**src/rtl/exe_stage.sv**
```systemverilog
`default_nettype none
// ============================================================================
// Module   : exe_stage
// Purpose  : Pipeline execute stage. Single-cycle ALU, branch resolution and a
//            16-step shift-add multiplier that stalls upstream while it runs.
// Revision : 1.0 - initial release
// ============================================================================
module exe_stage #(
    parameter int DSIZE = 16,
    parameter int ASIZE = 4,
    parameter int ISIZE = 16
) (
    input  logic             clk,
    input  logic             rst,
    input  logic             wen_in,
    input  logic             mem_read_in,
    input  logic             mem_write_in,
    input  logic             mem_to_reg_in,
    input  logic             jal_in,
    input  logic             branch_in,
    input  logic [DSIZE-1:0] rdata1_in,
    input  logic [DSIZE-1:0] rdata2_in1,
    input  logic [DSIZE-1:0] rdata2_in2,
    input  logic [DSIZE-1:0] imm_in,
    input  logic [3:0]       opcode_in,
    input  logic [ASIZE-1:0] waddr_in,
    input  logic [ISIZE-1:0] nPC_in,
    output logic             stall_out,
    output logic             branch_taken_out,
    output logic [ISIZE-1:0] branch_target_out,
    output logic             wen_out,
    output logic             mem_read_out,
    output logic             mem_write_out,
    output logic             mem_to_reg_out,
    output logic [DSIZE-1:0] alu_out,
    output logic [DSIZE-1:0] wdata_out,
    output logic [ASIZE-1:0] waddr_out
);

    localparam logic [3:0] c_OP_ADD = 4'd0;
    localparam logic [3:0] c_OP_SUB = 4'd1;
    localparam logic [3:0] c_OP_AND = 4'd2;
    localparam logic [3:0] c_OP_OR  = 4'd3;
    localparam logic [3:0] c_OP_XOR = 4'd4;
    localparam logic [3:0] c_OP_SLL = 4'd5;
    localparam logic [3:0] c_OP_SRL = 4'd6;
    localparam logic [3:0] c_OP_SRA = 4'd7;
    localparam logic [3:0] c_OP_LW  = 4'd8;
    localparam logic [3:0] c_OP_SW  = 4'd9;
    localparam logic [3:0] c_OP_MUL = 4'd10;
    localparam logic [3:0] c_OP_LHB = 4'd11;
    localparam logic [3:0] c_OP_BEQ = 4'd12;
    localparam logic [3:0] c_LAST_STEP = 4'd15;

    typedef enum logic [1:0] {
        S_IDLE = 2'd0,
        S_RUN  = 2'd1,
        S_DONE = 2'd2
    } mul_state_t;

    mul_state_t       r_state;
    mul_state_t       w_state_next;

    logic [DSIZE-1:0] r_mcand;
    logic [DSIZE-1:0] r_mplier;
    logic [DSIZE-1:0] r_prod;
    logic [3:0]       r_count;

    // Controls and store data of the multiply, retired in DONE.
    logic             r_h_wen;
    logic             r_h_mem_read;
    logic             r_h_mem_write;
    logic             r_h_mem_to_reg;
    logic [DSIZE-1:0] r_h_wdata;
    logic [ASIZE-1:0] r_h_waddr;

    logic             w_mul_start;
    logic [3:0]       w_shamt;
    logic [DSIZE-1:0] w_sra;
    logic [DSIZE-1:0] w_alu_result;

    assign w_mul_start = (r_state == S_IDLE) && (opcode_in == c_OP_MUL);
    assign stall_out   = w_mul_start || (r_state == S_RUN);

    assign branch_taken_out  = branch_in && (rdata1_in == rdata2_in1) && !stall_out;
    assign branch_target_out = nPC_in + imm_in[ISIZE-1:0];

    assign w_shamt = rdata2_in1[3:0];
    assign w_sra   = $signed(rdata1_in) >>> w_shamt;

    always_comb begin
        w_alu_result = '0;
        case (opcode_in)
            c_OP_ADD: w_alu_result = rdata1_in + rdata2_in1;
            c_OP_SUB: w_alu_result = rdata1_in - rdata2_in1;
            c_OP_AND: w_alu_result = rdata1_in & rdata2_in1;
            c_OP_OR:  w_alu_result = rdata1_in | rdata2_in1;
            c_OP_XOR: w_alu_result = rdata1_in ^ rdata2_in1;
            c_OP_SLL: w_alu_result = rdata1_in << w_shamt;
            c_OP_SRL: w_alu_result = rdata1_in >> w_shamt;
            c_OP_SRA: w_alu_result = w_sra;
            c_OP_LW:  w_alu_result = rdata1_in + rdata2_in1;
            c_OP_SW:  w_alu_result = rdata1_in + rdata2_in1;
            c_OP_LHB: w_alu_result = {rdata2_in1[7:0], rdata1_in[7:0]};
            c_OP_BEQ: w_alu_result = rdata1_in - rdata2_in1;
            default:  w_alu_result = '0;
        endcase
    end

    always_comb begin
        w_state_next = r_state;
        case (r_state)
            S_IDLE:  if (opcode_in == c_OP_MUL) w_state_next = S_RUN;
            S_RUN:   if (r_count == c_LAST_STEP) w_state_next = S_DONE;
            S_DONE:  w_state_next = S_IDLE;
            default: w_state_next = S_IDLE;
        endcase
    end

    always_ff @(posedge clk) begin
        if (rst) begin
            r_state <= S_IDLE;
        end else begin
            r_state <= w_state_next;
        end
    end

    always_ff @(posedge clk) begin
        if (rst) begin
            r_mcand        <= '0;
            r_mplier       <= '0;
            r_prod         <= '0;
            r_count        <= '0;
            r_h_wen        <= 1'b0;
            r_h_mem_read   <= 1'b0;
            r_h_mem_write  <= 1'b0;
            r_h_mem_to_reg <= 1'b0;
            r_h_wdata      <= '0;
            r_h_waddr      <= '0;
        end else if (w_mul_start) begin
            r_mcand        <= rdata1_in;
            r_mplier       <= rdata2_in1;
            r_prod         <= '0;
            r_count        <= '0;
            r_h_wen        <= wen_in;
            r_h_mem_read   <= mem_read_in;
            r_h_mem_write  <= mem_write_in;
            r_h_mem_to_reg <= mem_to_reg_in;
            r_h_wdata      <= rdata2_in2;
            r_h_waddr      <= waddr_in;
        end else if (r_state == S_RUN) begin
            if (r_mplier[0]) begin
                r_prod <= r_prod + r_mcand;
            end
            r_mcand  <= r_mcand << 1;
            r_mplier <= r_mplier >> 1;
            r_count  <= r_count + 4'd1;
        end
    end

    // EXE/MEM register: bubble while stalled, multiply result in DONE.
    always_ff @(posedge clk) begin
        if (rst || stall_out) begin
            wen_out        <= 1'b0;
            mem_read_out   <= 1'b0;
            mem_write_out  <= 1'b0;
            mem_to_reg_out <= 1'b0;
            alu_out        <= '0;
            wdata_out      <= '0;
            waddr_out      <= '0;
        end else if (r_state == S_DONE) begin
            wen_out        <= r_h_wen;
            mem_read_out   <= r_h_mem_read;
            mem_write_out  <= r_h_mem_write;
            mem_to_reg_out <= r_h_mem_to_reg;
            alu_out        <= r_prod;
            wdata_out      <= r_h_wdata;
            waddr_out      <= r_h_waddr;
        end else begin
            wen_out        <= wen_in;
            mem_read_out   <= mem_read_in;
            mem_write_out  <= mem_write_in;
            mem_to_reg_out <= mem_to_reg_in;
            alu_out        <= jal_in ? DSIZE'(nPC_in) : w_alu_result;
            wdata_out      <= rdata2_in2;
            waddr_out      <= waddr_in;
        end
    end

endmodule
`default_nettype wire

```
**config.mk**
```make
export PLATFORM = sky130hd
export DESIGN_NAME = exe_stage
export DESIGN_NICKNAME = d
export VERILOG_FILES = /design/src/rtl/exe_stage.sv
export SDC_FILE = /design/constraint.sdc
export NUM_CORES = 1
export LEC_CHECK = 0
export ABC_AREA = 1
export CAP_MARGIN = 20
export CORE_ASPECT_RATIO = 0.6
export CORE_UTILIZATION = 30
export CTS_BUF_LIST = sky130_fd_sc_hd__clkbuf_4
export DETAILED_ROUTE_END_ITERATION = 7
export PLACE_DENSITY_LB_ADDON = 0.2
export SYNTH_ARGS = -nofsm -noshare
export SYNTH_HDL_FRONTEND = slang
export SYNTH_SLANG_ARGS = --single-unit
```
**constraint.sdc**
```tcl
create_clock -name clk -period 2.5 [get_ports clk]
set_input_delay 0.375 -clock clk [delete_from_list [all_inputs] [get_ports clk]]
set_output_delay 0.375 -clock clk [all_outputs]
set_load 0.01 [all_outputs]
```
==> flow_summary.json <==
{
  "synthToLayoutAreaGrowth_pct": 49.36,
  "n_fill_cell": 3466,
  "layout_common_cells": "nand2_1, buf_4, nand3_1, inv_1, a21oi_1",
  "die_h_um": 144.0,
  "required_ps": 2990,
  "ys_ff_latch": 118,
  "grt_pass1_vias": 11610,
  "hold_buffers": 0,
  "clock-sinks": 118,
  "syn_area_per_cell_um2": 6.062,
  "power_w": 0.005891,
  "skew_ps": 19.75,
  "rr_worst_depth": 10,
  "wl_met1_um": 24640,
  "cp-end-kind": "flop",
  "status": "finished clean",
  "cp_data_arrival_time_ps": 2940,
  "ir_drop_mv": 0.2477,
  "htree_levels": 4,
  "setup_viol": 0,
  "p_per_area_nw_per_um2": 391.0,
  "rsz0062_at_grt": "yes",
  "drtPass1Iterations": 6,
  "setup_tns_ps": 0,
  "layout-drive-gt1-share": 0.2217,
  "cp_max_fo": 5,
  "gp_congestion": 1.081,
  "top_layer_used": "met5",
  "synthesis.area_um2": 10090,
  "ios": 154,
  "synth_warnings": 0,
  "drv_cap": 0,
  "cp-start-kind": "input port",
  "worstMarginPinSlew_ps": 1064,
  "grt_pass1_wl_um": 71690,
  "critPathKind": "input port to flop",
  "initial_core_util": 0.3081,
  "initialDrtViolationCount": 1111,
  "hpwl_um": 40780,
  "fmaxAchievable_mhz": 408.9,
  "clk_latency_ps": 560,
  "finalHoldViolations": 0,
  "finalNetCount": 2279,
  "numCtsBuffers": 17,
  "worstHoldPathCells": 4,
  "antenna_found_initial": 2,
  "min_path_type": "input port to flop",
  "maxSlewHeadroom": 0.2897,
  "synthCells": 1664,
  "place_area_um2": 14300,
  "synth_cell_type_count": 45,
  "wl_met3_um": 6200,
  "cts_buffer_depth": 2,
  "final_area_um2": 15070,
  "p_leak_nw": 7.423,
  "die_w_um": 238.7,
  "tritoncts": "built",
  "period_minus_slack_ps": 2446,
  "row_count": 51,
  "final_common_cell": "nand2_1",
  "syn_nets": 1844,
  "grt-ovfl-total": 0,
  "portBuffers": 153,
  "via_per_inst": 5.024,
  "vias": 12870,
  "grt.total_usage": 0.2825,
  "ant_nets": 0,
  "ys_seq_area_frac": 0.2342,
  "dieArea_um2": 34380,
  "wirelength_um": 48820,
  "root_buffer": "clkbuf_4",
  "wl_met2_um": 17400,
  "coreArea_um2": 32740,
  "clk_pin_slew_ps": 100,
  "drv_slew": 0,
  "grt_max_degree": 41,
  "routedWlPerCell_um": 19.05,
  "period_share": 0.9782,
  "drc": 0
}
-- where the power goes --
group / total, W / switching [W] / internal [W]
Sequential: 0.00197 / 0.0000253 / 0.00194
Combinational: 0.00239 / 0.00131 / 0.00108
Clock: 0.00153 / 0.000724 / 0.000809
-- critical path, stage by stage --
cell and delay, ps:
clkdlybuf4s50_1 480, inv_1 170, ha_1 170, inv_1 60, fa_1 420, nand3_1 110, nand2_1 150, nand2_1 120
nand2_1 110, nand2_1 100, nand2_1 50, nand2_1 70, nand3_1 140, nand3_1 180, nand2_1 100, a21oi_1 140
-- Yosys cell counts, drive strengths merged --
master	number	share of area
o21bai	7	0.0052
o22ai	15	0.0093
o21ai	93	0.048
xnor2	4	0.0035
fa	4	0.0079
o31ai	3	0.0022
or2	6	0.0037
o221ai	3	0.0026
buf	33	0.019
nand3	169	0.085
a31oi	16	0.0099
a21o	2	0.0015
a21boi	2	0.0015
nand2	532	0.20
nand4	23	0.014
a221oi	13	0.011
nor4	1	0.00062
dfxtp	118	0.23
xor2	19	0.016
clkbuf	34	0.013
nor3	11	0.0055
a21oi	136	0.067
o21a	5	0.0037
ha	80	0.099
nand3b	3	0.0022
inv	173	0.064
o211ai	9	0.0067
clkinv	2	0.00074
and2	6	0.0037
o2111ai	1	0.00087
nor2	139	0.056
a22oi	1	0.00074
a211oi	1	0.00074
-- final timing paths --
kind	endpoint	slack, ps	startpoint
min	r_mplier[14]	330	rdata2_in1[14]
min reg2reg	r_h_wdata[15]	450	r_h_wdata[15]
max	alu_out[10]	50	rdata1_in[0]
max reg2reg	r_prod[7]	330	r_prod[2]
-- kinds of logic after synthesis --
| logic type | synth area share |
|---|---|
| AOI/OAI and AO/OA | 0.1714 |
| xor gates and xnor gates | 0.01997 |
| adders and majority gates | 0.1072 |
| buffers and inverters | 0.09650 |
| DFF | 0.2342 |
| and+or+nand+nor | 0.3708 |
-- area by class of cell --
| type | count | area [um^2] | share of cell area |
|---|---|---|---|
| clock buffer | 20 | 150.1 | 0.009966 |
| tap | 450 | 563.0 | 0.03737 |
| antenna | 1 | 2.502 | 0.0001661 |
| sequential | 118 | 2364 | 0.1569 |
| multi-input combinational | 1304 | 7153 | 0.4748 |
| clock inverter | 11 | 157.7 | 0.01046 |
| inverter | 175 | 656.9 | 0.04360 |
| timing repair buffer | 483 | 4019 | 0.2668 |
-- per-stage QoR --
stage / setup WS [ps] / hold WS [ps] / cells / util
finish: 54.42 / 333.3 / 2562 / 0.4602
floorplan: 104.4 / 419.1 / 1664 / -
CTS: 5.567 / 340.3 / 2556 / 0.4529
global placement: -777.6 / 427.5 / 2517 / 0.4369
detailed placement: -735.4 / 432.3 / 2517 / 0.4369
global route: -37.51 / 311.9 / 2561 / 0.4602
-- repair_timing --
item / CTS / global route
gates cloned: 0 / 0
endpoints found under the setup margin: 17 / 18
buffers inserted: 9 / 5
pin swaps: 22 / 15
gates resized for setup: 104 / 44
-- per-layer routing --
layer  vias up  GRT usage
li1       6353          -
met5         -          0
met4         4    0.04588
met2       518     0.3528
met1      5957     0.4280
met3        40     0.1275
Note: power is estimated with default switching activity, not from simulation.
